$ cat src/rtl/byte_pack16.sv
// byte_pack16: pairs consecutive DATA_W-bit bytes into registered 2*DATA_W-bit words over valid/ready.
// Ports: clk/rst (sync, active-high); in_data/in_valid/in_ready byte input;
// out_data/out_valid/out_ready word output; flush completes a held half word with zero
// only when PACK_FLUSH_EN is defined (port is present but ignored otherwise).
module byte_pack16 #(
  parameter int DATA_W   = 8,
  parameter int LO_FIRST = 1
) (
  input  logic                clk,
  input  logic                rst,
  input  logic [DATA_W-1:0]   in_data,
  input  logic                in_valid,
  output logic                in_ready,
  output logic [2*DATA_W-1:0] out_data,
  output logic                out_valid,
  input  logic                out_ready,
  input  logic                flush
);
  typedef enum logic {S_LO, S_HI} state_t;
  state_t              r_state;
  logic [DATA_W-1:0]   r_hold;
  logic [2*DATA_W-1:0] r_data;
  logic                r_valid;
  logic                w_in_acc;
  logic                w_flush;
  logic                w_pair;
  logic [DATA_W-1:0]   w_byte;
  logic [2*DATA_W-1:0] w_word;
  assign in_ready = (r_state == S_LO) || !r_valid || out_ready;
  assign w_in_acc = in_valid && in_ready;
`ifdef PACK_FLUSH_EN
  // an input byte in the same cycle takes priority over flush
  assign w_flush = flush && !in_valid && in_ready && (r_state == S_HI);
`else
  logic w_unused_flush;
  assign w_unused_flush = flush;
  assign w_flush = 1'b0;
`endif
  assign w_pair = (r_state == S_HI) && (w_in_acc || w_flush);
  assign w_byte = w_in_acc ? in_data : '0;
  assign w_word = (LO_FIRST != 0) ? {w_byte, r_hold} : {r_hold, w_byte};
  always_ff @(posedge clk) begin
    if (rst) begin
      r_state <= S_LO;
      r_hold  <= '0;
      r_data  <= '0;
      r_valid <= 1'b0;
    end else if (w_pair) begin
      r_data  <= w_word;
      r_valid <= 1'b1;
      r_state <= S_LO;
    end else begin
      if (out_ready) r_valid <= 1'b0;
      if (r_state == S_LO && in_valid) begin
        r_hold  <= in_data;
        r_state <= S_HI;
      end
    end
  end
  assign out_data  = r_data;
  assign out_valid = r_valid;
endmodule
$ cat config.mk
export PLATFORM = sky130hd
export DESIGN_NAME = byte_pack16
export DESIGN_NICKNAME = d
export VERILOG_FILES = /design/src/rtl/byte_pack16.sv
export SDC_FILE = /design/constraint.sdc
export NUM_CORES = 1
export LEC_CHECK = 0
export CAP_MARGIN = 20
export CORE_ASPECT_RATIO = 1.2
export CORE_MARGIN = 10
export CORE_UTILIZATION = 34
export DETAILED_ROUTE_END_ITERATION = 12
export PLACE_DENSITY = 0.61
export SYNTH_ARGS = -nofsm -noshare
export SYNTH_HDL_FRONTEND = slang
export SYNTH_SLANG_ARGS = --single-unit
$ cat constraint.sdc
create_clock -name clk -period 1.2 [get_ports clk]
set_clock_uncertainty 0.05 [all_clocks]
set_input_delay 0.24 -clock clk [delete_from_list [all_inputs] [get_ports clk]]
set_output_delay 0.24 -clock clk [all_outputs]
set_load 0.01 [all_outputs]
==> metrics.cfg <==
[status]
status = complete, but fails checks
violations = negative setup slack

[route]
vias_per_cell = 4.60
drc = 0
ant_nets = 0
vias = 810
drt-wirelength-per-cell_um = 13.4
drt_iter0_drc = 20
routed_wirelength_um = 2360
firstDrtPassIters = 4

[die]
rows = 22
io_pins = 31
die_x_um = 72.2
die_h_um = 82.7
dieArea_mm2 = 0.00597
initial_core_util_pct = 35.8
core_mm2 = 0.00311

[place]
portBuffers = 29
pre_cts_slack_ns = -0.482
placed_cell_area_mm2 = 0.00147
dp_hpwl_um = 1700
gp_congestion = 0.679
dp_cells = 169

[worst_setup_path]
rr_endpoint = out_data[12]
cp.arrival_ns = 0.98
worstSetupStartpoint = out_valid
crit_end = in_ready
start_kind = flop
endpoint_kind = output pin
r2r_cells = 5
critPathKind = flop to output pin
r2r_start = out_valid
reg2reg_slack_ns = 0.02
cp_max_fo = 2
crit_required_ns = 0.91

[pwr]
p_leak_nw = 0.634
p_per_area_mw_per_mm2 = 1180
peakVddDrop_uv = 621
finalPower_mw = 1.78

[cts]
cts_root_buf = clkbuf_4
cts_tree = built
clk_pin_slew_worst_paths_ns = 0.14
clock-sinks = 26
insertion_delay_ns = 0.32
cts_buffer_depth = 2
cts_htree_levels = 1
cts_buffers = 3

[synthesis]
synth.distinct_cells = 15
netlist_area_mm2 = 0.00111
ys_seq_area_share_pct = 46.7
avgSynthCellArea_um2 = 10.6
synthMuxAreaShare_pct = 21.6
synth_warnings = 0
synth_nets = 118
synth-simple-area-share_pct = 26.5
synth_fa_ha_area_share_pct = 0
yosys.area_share.xor_xnor_pct = 0
synth-compound-area-share_pct = 0.449
synth_seq_cells = 26
synth_cells = 105
synth_top_family_by_area = simple AND/OR/NAND/NOR gates

[global_route]
grt_pass1_vias = 868
antenna_found_initial = 0
use_met2_pct = 13.9
use_met1_pct = 8.29
grt_max_degree = 43
grt_overflow = 0
busiest_layer = met2
grt_util_met3_pct = 2.51
grt_pass1_wl_um = 3830
grtUsageTotal_pct = 7.91

[sta]
worst_pin_slew_ns = 0.220
period_needed_ns = 1.27
rsz0062_at_grt = true
setup_ws_ns = -0.0665
slew_headroom_pct = 85.3
finalCritPeriodShare_pct = 106
hold_violations = 0
setup_viol = 2
slew_violations = 0
fmax_mhz = 790

[layout]
fin_cells = 176
nets = 154
area_delta_synth_final_pct = 35.6
fin_area_mm2 = 0.00151
diodes = 0
layout-drive-gt1-share_pct = 36.4
n_fill_cell = 314
utilization_pct = 48.6

[flow_run]
drv_cap = 0

[hold_path]
holdCritPathClass = input pin to flop

-- cell usage after synthesis --
library cell  count  area (um2)
nor2_8            1        20.0
a21oi_1           1        5.00
nand2_2           1        6.26
clkbuf_1          2        7.51
dfxtp_1          26         521
buf_6             2        22.5
and2b_2           1        8.76
mux2i_1          24         240
nor3_1            1        5.00
nor2_1           10        37.5
buf_4             1        7.51
buf_8             1        15.0
nand2b_1         32         200
nand2_1           1        3.75
nor2b_4           1        13.8
-- critical path: stages (launching register included) --
cell and delay [ns]:
dfxtp_2 0.35, nor2b_4 0.13, nand2_1 0.05, buf_2 0.13
-- metrics by stage --
| stage | setup TNS (ns) | hold slack, ns |
|---|---|---|
| floorplan | 0 | 0.335 |
| global placement | -8.20 | 0.406 |
| detailed placement | -8.76 | 0.415 |
| CTS | -0.144 | 0.435 |
| global route | -0.597 | 0.237 |
| finish | -0.0943 | 0.235 |
-- flip-flops by register name (all words and copies together), names as in the netlist --
register,cells
out_data,16
out_valid,1
r_hold,8
r_state,1
-- area by class of cell --
type / count / area, um2 / area share, %
Multi-Input combinational cell: 73 / 547 / 36.2
Sequential cell: 26 / 546 / 36.1
Timing Repair Buffer: 37 / 320 / 21.2
Tap cell: 36 / 45.0 / 2.98
Clock inverter: 1 / 30.0 / 1.99
Clock buffer: 3 / 22.5 / 1.49
-- cell usage in the layout (no fill, tap or decap), types with 2 or more instances in the layout --
cell type,netlist,layout
clkdlybuf4s50_1,0,9
clkbuf_4,0,3
nor2_1,10,10
buf_2,0,17
dlygate4sd2_1,0,2
nand2b_1,32,32
mux2i_1,24,24
dfxtp_1,26,8
buf_12,0,3
buf_4,1,4
dfxtp_2,0,17
-- worst min path at each step --
| stage | start | end | slack, ns | cells after the start |
|---|---|---|---|---|
| 5_1_grt | in_valid | r_state | 0.24 | 3 |
| 3_5_place_dp | out_data[7] | out_data[7] | 0.42 | 2 |
| 6_report | in_valid | r_state | 0.23 | 3 |
| 4_1_cts | out_data[7] | out_data[7] | 0.43 | 2 |
| 2_1_floorplan | in_valid | out_valid | 0.33 | 2 |
| 3_3_place_gp | out_data[8] | out_data[8] | 0.41 | 2 |
-- power breakdown --
group          switching (mW)  internal, mW
logic                   0.106         0.148
clock network           0.266         0.338
registers              0.0207         0.904
total                   0.393          1.39
-- logic make-up (layout without fill, tap and decap cells) --
family          count (synthesis)  count (layout)
compound gates                  1               1
buf+inv                         6              41
flops                          26              26
mux                            24              24
simple gates                   48              48
-- timing repair --
action,in CTS,in global routing
endpoints found under the hold margin,0,0
hold buffers,0,0
buffers inserted,1,1
setup endpoints to repair,19,28
pin swaps,0,1
gates cloned,0,1
resized for setup,78,14
-- routing by layer --
layer | vias to the layer above | share of wire (%)
met3 | 5 | 5.4
li1 | 407 | -
met2 | 18 | 49
met4 | 0 | 1.5
met5 | - | 0
met1 | 380 | 44
Power figures use the tool's default switching activity.
